<file path="src/rtl/uart_tx_arbiter.sv">
// uart_tx_arbiter
//   Round-robin arbiter sharing one UART transmitter among N byte-stream
//   sources. A requester keeps the grant for a whole message, terminated by
//   a byte flagged LAST. Each byte goes through the UART TX_VALID / TX_BUSY
//   handshake. A granted requester that stalls mid-message is dropped by a
//   watchdog.
//
//   Optional feature: define UART_TX_ARB_TAG_EN to prefix every message with
//   a tag byte 8'hF0 | grant_index.
//
// Parameters
//   N        number of requesters (2..8)
//   TIMEOUT  stall budget in cycles for a granted requester (>= 2)
//
// Ports
//   CLK_I          system clock
//   RESET_N_I      asynchronous active-low reset
//   REQ_VALID_I    [N]   per-requester byte valid
//   REQ_DATA_I     [8N]  byte of requester i on bits [8i+7:8i]
//   REQ_LAST_I     [N]   byte closes the message
//   REQ_READY_O    [N]   byte accepted this cycle (combinational, <= 1 bit set)
//   GRANT_O        [N]   one-hot transmitter owner, 0 when idle
//   ERROR_O              one-cycle pulse when a stalled requester is dropped
//   UART_DATA_O    [8]   byte to the UART TX_DATA input
//   UART_VALID_O         one-cycle strobe to the UART TX_VALID input
//   UART_BUSY_I          UART TX_BUSY
module uart_tx_arbiter #(
  parameter int unsigned N       = 4,
  parameter int unsigned TIMEOUT = 1024
) (
  input  logic           CLK_I,
  input  logic           RESET_N_I,
  input  logic [N-1:0]   REQ_VALID_I,
  input  logic [8*N-1:0] REQ_DATA_I,
  input  logic [N-1:0]   REQ_LAST_I,
  output logic [N-1:0]   REQ_READY_O,
  output logic [N-1:0]   GRANT_O,
  output logic           ERROR_O,
  output logic [7:0]     UART_DATA_O,
  output logic           UART_VALID_O,
  input  logic           UART_BUSY_I
);

  localparam int unsigned IW = $clog2(N);
  localparam int unsigned TW = $clog2(TIMEOUT);
  // Trip one count early so ERROR_O is high exactly while timer == TIMEOUT-1.
  localparam logic [TW-1:0] TIMER_TRIP = TW'(TIMEOUT - 2);
  localparam logic [IW-1:0] IDX_MAX    = IW'(N - 1);

  typedef enum logic [2:0] {
    S_IDLE,
    S_TAG,
    S_FETCH,
    S_SEND,
    S_WAIT_BUSY,
    S_WAIT_IDLE
  } state_t;

  state_t          state;
  logic [IW-1:0]   ptr;
  logic [IW-1:0]   gidx;
  logic [TW-1:0]   timer;
  logic            last_flag;

  logic            pick_vld;
  logic [IW-1:0]   pick_idx;
  logic [7:0]      sel_data;
  logic            sel_last;
  logic [IW-1:0]   next_ptr;

  // Index ptr+off modulo N, valid for off < N.
  function automatic logic [IW-1:0] rr_index(input logic [IW-1:0] base,
                                             input int unsigned   off);
    int unsigned sum;
    sum = 32'(base) + off;
    if (sum >= N) sum = sum - N;
    return IW'(sum);
  endfunction

  // Round-robin scan starting at ptr; first valid requester wins.
  always_comb begin
    pick_vld = 1'b0;
    pick_idx = '0;
    for (int unsigned k = 0; k < N; k++) begin
      if (!pick_vld && REQ_VALID_I[rr_index(ptr, k)]) begin
        pick_vld = 1'b1;
        pick_idx = rr_index(ptr, k);
      end
    end
  end

  // Byte and LAST of the current owner.
  always_comb begin
    sel_data = '0;
    sel_last = 1'b0;
    for (int unsigned i = 0; i < N; i++) begin
      if (gidx == IW'(i)) begin
        sel_data = REQ_DATA_I[8*i +: 8];
        sel_last = REQ_LAST_I[i];
      end
    end
  end

  // Owner plus one, wrapping at N (N need not be a power of two).
  assign next_ptr = (gidx == IDX_MAX) ? '0 : gidx + IW'(1);

  // Only the owner sees READY, and only while its byte is being fetched.
  assign REQ_READY_O = (state == S_FETCH) ? (GRANT_O & REQ_VALID_I) : '0;

  // Arbitration and UART handshake sequencer.
  always_ff @(posedge CLK_I or negedge RESET_N_I) begin
    if (!RESET_N_I) begin
      state        <= S_IDLE;
      ptr          <= '0;
      gidx         <= '0;
      timer        <= '0;
      last_flag    <= 1'b0;
      GRANT_O      <= '0;
      ERROR_O      <= 1'b0;
      UART_VALID_O <= 1'b0;
      UART_DATA_O  <= 8'hFF;
    end else begin
      ERROR_O      <= 1'b0;
      UART_VALID_O <= 1'b0;
      case (state)
        S_IDLE: begin
          if (pick_vld) begin
            gidx    <= pick_idx;
            GRANT_O <= N'(1) << pick_idx;
            timer   <= '0;
`ifdef UART_TX_ARB_TAG_EN
            state   <= S_TAG;
`else
            state   <= S_FETCH;
`endif
          end
        end

`ifdef UART_TX_ARB_TAG_EN
        // Tag byte is never the end of a message.
        S_TAG: begin
          UART_DATA_O <= 8'hF0 | 8'(gidx);
          last_flag   <= 1'b0;
          state       <= S_SEND;
        end
`endif

        S_FETCH: begin
          if (REQ_VALID_I[gidx]) begin
            UART_DATA_O <= sel_data;
            last_flag   <= sel_last;
            timer       <= '0;
            state       <= S_SEND;
          end else if (timer == TIMER_TRIP) begin
            timer   <= timer + TW'(1);
            ERROR_O <= 1'b1;
            GRANT_O <= '0;
            ptr     <= next_ptr;
            state   <= S_IDLE;
          end else begin
            timer <= timer + TW'(1);
          end
        end

        S_SEND: begin
          if (!UART_BUSY_I) begin
            UART_VALID_O <= 1'b1;
            state        <= S_WAIT_BUSY;
          end
        end

        S_WAIT_BUSY: begin
          if (UART_BUSY_I) state <= S_WAIT_IDLE;
        end

        S_WAIT_IDLE: begin
          if (!UART_BUSY_I) begin
            if (last_flag) begin
              GRANT_O <= '0;
              ptr     <= next_ptr;
              state   <= S_IDLE;
            end else begin
              timer <= '0;
              state <= S_FETCH;
            end
          end
        end

        default: state <= S_IDLE;
      endcase
    end
  end

endmodule

</file>
<file path="config.mk">
export PLATFORM = sky130hd
export DESIGN_NAME = uart_tx_arbiter
export DESIGN_NICKNAME = d
export VERILOG_FILES = /design/src/rtl/uart_tx_arbiter.sv
export SDC_FILE = /design/constraint.sdc
export NUM_CORES = 1
export LEC_CHECK = 0
export ABC_CLOCK_PERIOD_IN_PS = 2300
export BUFFER_PORTS_ARGS = -buffer_cell sky130_fd_sc_hd__buf_2
export CAP_MARGIN = 20
export CORE_ASPECT_RATIO = 1.4
export CORE_MARGIN = 3
export CORE_UTILIZATION = 35
export CTS_CLUSTER_SIZE = 10
export DETAILED_ROUTE_END_ITERATION = 6
export SLEW_MARGIN = 20
export SYNTH_ARGS = -nofsm -noshare
export SYNTH_HDL_FRONTEND = slang
export SYNTH_SLANG_ARGS = --single-unit
export TNS_END_PERCENT = 100
</file>
<file path="constraint.sdc">
create_clock -name CLK_I -period 2.3 [get_ports CLK_I]
set_input_delay 0.23 -clock CLK_I [delete_from_list [all_inputs] [get_ports CLK_I]]
set_output_delay 0.23 -clock CLK_I [all_outputs]
set_load 0.01 [all_outputs]
</file>
==> impl_metrics.json, run 1 <==
{
  "nFillCells": 564,
  "drive_gt1_frac": 0.336,
  "slowest_delay_ps": 590,
  "seqPwrFrac": 0.311,
  "setup_viol": 0,
  "globalplace.congestion": 0.796,
  "yosysWarnings": 0,
  "htreeDepth": 2,
  "ir_drop_mv": 0.599,
  "endpoint_kind": "flop",
  "crit_end": "ptr[0]",
  "finalClockSkew_ps": 5.78,
  "timing.final.crit_share": 0.911,
  "hp-class": "in2async",
  "slowest_stage": "mux4_2",
  "finalWirelength_microns": 5400,
  "dr.pass1.iters": 4,
  "r2r_start": "gidx[0]",
  "whs_ps": 6.35,
  "start_util": 0.370,
  "synth_flop_cell": "dfrtp_1",
  "async_flop_share": 1.00,
  "min_period_ps": 2100,
  "die_area_sq_um": 6940,
  "p_leak_nw": 1.21,
  "clock_path_buffers": 2,
  "antennaDiodeCount": 0,
  "critPathLaunchType": "flop",
  "finalSetupTns_ps": 0,
  "nNetsFinal": 343,
  "synthCells": 228,
  "path_clk_slew_ps": 70,
  "grt_pass1_wl_microns": 9040,
  "synth-seq-area-share": 0.388,
  "io_pins": 61,
  "cts_tree": "done",
  "clock_sinks": 32,
  "synth_fp_nets": 277,
  "fin_util": 0.459,
  "avgSynthCellArea_sq_um": 9.16,
  "crit_fanout": 5,
  "ys_types": 46,
  "clk_latency_ps": 280,
  "path_class": "reg2reg",
  "overflow": 0,
  "r2r_cells": 4,
  "swShare": 0.412,
  "slew_headroom": 0.513,
  "synth_edf_count": 0,
  "combPwrFrac": 0.542,
  "antenna_found_initial": 0,
  "powerDensity_nw_per_um2": 1180,
  "r2r_end": "ptr[0]",
  "holdBufCountCts": 0,
  "drv_cap": 0,
  "antenna_left": 0,
  "initialDrtViolationCount": 90,
  "cts_setup_buffers": 0,
  "yosys_register_bits": 32,
  "place_inst": 355,
  "drt_drc_violations_left": 0,
  "max_freq_mhz": 477,
  "hold_violations": 0,
  "status": "completed",
  "cp_data_arrival_time_ps": 2260,
  "rsz0062_at_grt": "no",
  "via_count": 1976,
  "setup_slack_ps": 205,
  "cts_made_buffers": 5,
  "crit_required_ps": 2470,
  "grt_use_total": 0.160,
  "synth_area_sq_um": 2090,
  "post_cts_resize_count": 0,
  "r2r_slack_ps": 200,
  "crit_chain": "mux4_2, o41ai_4, and3_1, mux2_2",
  "tightest_slew_ps": 730,
  "die-height_microns": 97.4,
  "pre_cts_ws_ps": 201,
  "rows": 32,
  "grt_max_degree": 33,
  "p_sw_w": 0.00126,
  "viasPerCell": 5.44,
  "wl_per_cell_microns": 14.9,
  "dp_hpwl_microns": 4120,
  "final_max_slew_viol_count": 0,
  "clockPowerShare": 0.147,
  "area_growth_syn_to_layout_pct": 24.1,
  "instances_no_fill": 363,
  "internal_power_w": 0.00179,
  "port_buffers": 60,
  "core_area_sq_um": 5650,
  "grt_pass1_vias": 1866,
  "cts-root-buf": "clkbuf_8",
  "crit_start": "gidx[0]",
  "die_w_microns": 71.3
}
[power by group through the flow]
stage,sequential [W],combinational (W),clock (W)
after floorplan,0.000952,0.00116,0
after global placement,0.000958,0.00164,0
after detailed placement,0.000958,0.00167,0
after CTS,0.000951,0.00167,0.000455
after global routing,0.000986,0.00187,0.000484
final,0.000949,0.00165,0.000449
[cells in the mapped netlist (3+ instances only)]
library cell | n | area [sq um]
a21o_1 | 3 | 22.5
a21oi_1 | 20 | 100
a221oi_1 | 8 | 70.1
and3_1 | 7 | 43.8
buf_2 | 4 | 20.0
clkbuf_1 | 7 | 26.3
dfrtp_1 | 24 | 601
dfstp_2 | 8 | 210
ha_1 | 6 | 75.1
inv_1 | 4 | 15.0
mux2_2 | 4 | 45.0
nand2_1 | 19 | 71.3
nand2b_1 | 3 | 18.8
nand4_1 | 5 | 31.3
nor2_1 | 14 | 52.6
nor2b_1 | 12 | 75.1
nor3_1 | 9 | 45.0
o21ai_0 | 25 | 125
o31ai_1 | 4 | 30.0
or3_1 | 6 | 37.5
or4_1 | 4 | 30.0
[sequential cells by signal (all words and copies together), names as in the netlist]
name,count
gidx,2
UART_VALID_O,1
state,3
UART_DATA_O,8
GRANT_O,4
ptr,2
timer,10
last_flag,1
ERROR_O,1
[kinds of logic (layout without fill, tap and decap cells)]
logic type / count (synthesis) / after routing / synth area share
buf+inv: 16 / 83 / 0.0330
simple gates: 91 / 91 / 0.247
mux: 9 / 9 / 0.0623
fa+ha+maj: 6 / 6 / 0.0359
flops: 32 / 32 / 0.388
compound gates: 74 / 74 / 0.233
[metal layers]
layer | GRT usage | vias to the layer above | part of all wire
met5 | 0 | - | 0
met3 | 0.0321 | 8 | 0.052
met1 | 0.197 | 927 | 0.41
li1 | - | 984 | -
met2 | 0.278 | 57 | 0.52
met4 | 0.0478 | 0 | 0.019
[stage by stage]
| step | total power (W) | cell area (sq um) |
|---|---|---|
| after floorplan | 0.00211 | 2090 |
| after global placement | 0.00260 | 2500 |
| after detailed placement | 0.00263 | 2500 |
| after CTS | 0.00308 | 2590 |
| after global routing | 0.00334 | 2590 |
| final | 0.00305 | 2590 |
[area by class of cell]
class / instances / area, sq um / share of cell area
inverters: 4 / 15.0 / 0.00579
multi-input cells: 180 / 1210 / 0.466
repair buffers: 71 / 383 / 0.148
well taps: 68 / 85.1 / 0.0328
flip-flops and latches: 32 / 811 / 0.313
clock buffers: 8 / 90.1 / 0.0347
[critical path, delay by kind of cell, from the launching register on]
family,cells,cell delay [ps]
DFF,1,370
AOI/OAI and AO/OA,1,430
and+or+nand+nor,1,250
muxes,2,930
[how the worst min path moves through the flow]
stage / from / to / cells past startpoint
after floorplan: RESET_N_I / ERROR_O / 0
after global placement: RESET_N_I / UART_VALID_O / 1
after detailed placement: RESET_N_I / UART_VALID_O / 1
after CTS: RESET_N_I / UART_VALID_O / 1
after global routing: RESET_N_I / state[1] / 1
final: RESET_N_I / state[1] / 1
[layout by cell type (no fill, tap or decap), types with 3 or more instances in the layout]
| cell type | instances |
|---|---|
| or3_1 | 6 |
| ha_1 | 6 |
| inv_1 | 4 |
| nand2b_1 | 3 |
| o31ai_1 | 4 |
| or4_1 | 4 |
| buf_4 | 11 |
| mux2_2 | 4 |
| dfrtp_1 | 24 |
| o21ai_0 | 25 |
| nor2b_1 | 12 |
| a221oi_1 | 8 |
| clkbuf_8 | 6 |
| and3_1 | 7 |
| nor3_1 | 9 |
| a21oi_1 | 20 |
| dfstp_2 | 8 |
| nand2_1 | 19 |
| nor2_1 | 14 |
| nand4_1 | 5 |
| a21o_1 | 3 |
| buf_2 | 60 |
Note: power is estimated with default switching activity, not from simulation.
==> inputs of run 2 (changes only) <==
Settings changed: PLACE_DENSITY set to 0.61.
==> run 2 against run 1 <==
- register-to-register slack about the same
- clock skew shrank 1.6 ps
- wire length down 0.69%
- global-route usage down 0.61 points
- critical endpoint is now ptr[1]
- largest cell class unchanged
- highest routed layer is now met5
==> impl_metrics.json, run 2 (synthesis results as in run 1) <==
{
  "status": "completed",
  "io_pins": 61,
  "viasPerCell": 5.42,
  "reg_top3": "timer x10, UART_DATA_O x8, GRANT_O x4",
  "setup_slack_ps": 203,
  "antennaDiodeCount": 0,
  "crit_required_ps": 2470,
  "layout_common_cells": "buf_2, o21ai_0, dfrtp_1",
  "max_freq_mhz": 477,
  "nNetsFinal": 341,
  "cp_data_arrival_time_ps": 2270,
  "clock_sinks": 32,
  "clock_path_buffers": 2,
  "path_class": "reg2reg",
  "wl_per_cell_microns": 14.9,
  "antenna_left": 0,
  "fin_util": 0.457,
  "core_area_sq_um": 5650,
  "endpoint_kind": "flop",
  "cts_tree": "done",
  "p_leak_nw": 1.20,
  "whs_ps": 0.883,
  "rsz0062_at_grt": "no",
  "finalWirelength_microns": 5360,
  "ir_drop_mv": 0.479,
  "cts_setup_buffers": 0,
  "htreeDepth": 2,
  "globalplace.congestion": 0.799,
  "dp_hpwl_microns": 4080,
  "cts_made_buffers": 5,
  "dr.pass1.iters": 4,
  "drive_gt1_frac": 0.338,
  "critPathLaunchType": "flop",
  "area_growth_syn_to_layout_pct": 23.5,
  "final_common_cell": "buf_2",
  "hold_violations": 0,
  "area.sequential_sq_um": 811,
  "drt_drc_violations_left": 0,
  "grt_max_degree": 33,
  "die_w_microns": 71.3,
  "grt_use_total": 0.154,
  "start_util": 0.370,
  "powerDensity_nw_per_um2": 1170,
  "die_area_sq_um": 6940,
  "top_register": "timer",
  "grt_pass1_vias": 1860,
  "multiInputGateArea_sq_um": 1210,
  "final_max_slew_viol_count": 0,
  "grt_pass1_wl_microns": 8600,
  "path_buf_inv": 0,
  "crit_fanout": 5,
  "slew_headroom": 0.517,
  "via_count": 1958,
  "critical-path-top-delay-family": "multiplexers",
  "path_clk_slew_ps": 70,
  "slowest_stage": "mux4_2",
  "cts-root-buf": "clkbuf_8",
  "holdBufCountCts": 0,
  "overflow": 0,
  "initialDrtViolationCount": 37,
  "drv_cap": 0,
  "antenna_found_initial": 1,
  "crit_chain": "mux4_2, o41ai_4, and3_1, mux2_2",
  "finalSetupTns_ps": 0,
  "timing.final.crit_share": 0.912,
  "port_buffers": 60,
  "hp-class": "in2async",
  "setup_viol": 0,
  "largest_register_ffs": 10,
  "rows": 32,
  "nFillCells": 558,
  "die-height_microns": 97.4,
  "post_cts_resize_count": 0,
  "clk_latency_ps": 280,
  "pre_cts_ws_ps": 189,
  "slowest_delay_ps": 590,
  "finalClockSkew_ps": 4.17,
  "tightest_slew_ps": 724,
  "min_period_ps": 2100
}
==> run 2: cell types whose count changed in the layout (fill, tap and decap cells not counted) <==
cell | previous run | this run
clkinv_2 | 0 | 2
buf_4 | 11 | 9
clkbuf_1 | 2 | 0
==> run 2: cell type report <==
cell class | count | area share
clock inverters | 2 | 0.00388
flip-flops and latches | 32 | 0.314
repair buffers | 69 | 0.143
inverters | 4 | 0.00582
clock buffers | 6 | 0.0320
multi-input cells | 180 | 0.468
well taps | 68 | 0.0330
==> run 2: per-stage QoR <==
step / total power [W] / std cells / instance area [sq um]
finish: 0.00303 / 361 / 2580
global route: 0.00329 / 361 / 2580
CTS: 0.00306 / 361 / 2580
detailed placement: 0.00260 / 353 / 2490
global placement: 0.00257 / 353 / 2490
floorplan: 0.00211 / 228 / 2090
==> run 2: metal layers <==
layer,global-route usage,vias to the layer above,part of all wire
li1,-,975,-
met1,0.177,914,0.41
met2,0.275,57,0.52
met3,0.0342,10,0.057
met4,0.0521,2,0.017
met5,0,-,0.0013
==> run 2: path summary, 6_finish.rpt <==
kind                                start              to  slack [ps]  cells past startpoint
max in group asynchronous       RESET_N_I        timer[7]        1830                      1
min reg2reg                UART_DATA_O[5]  UART_DATA_O[5]         470                      2
min in group CLK_I            UART_BUSY_I    UART_VALID_O         180                      2
max reg2reg                       gidx[0]          ptr[1]         200                      4
min                             RESET_N_I      GRANT_O[3]         0.9                      1
max                               gidx[0]          ptr[1]         200                      4
==> run 2: where the power goes <==
part	internal, W	switching, W	leakage, nW
sequential	0.000785	0.000170	0.402
combinational	0.000753	0.000872	0.748
clock	0.000239	0.000211	0.0510
total	0.00178	0.00125	1.20
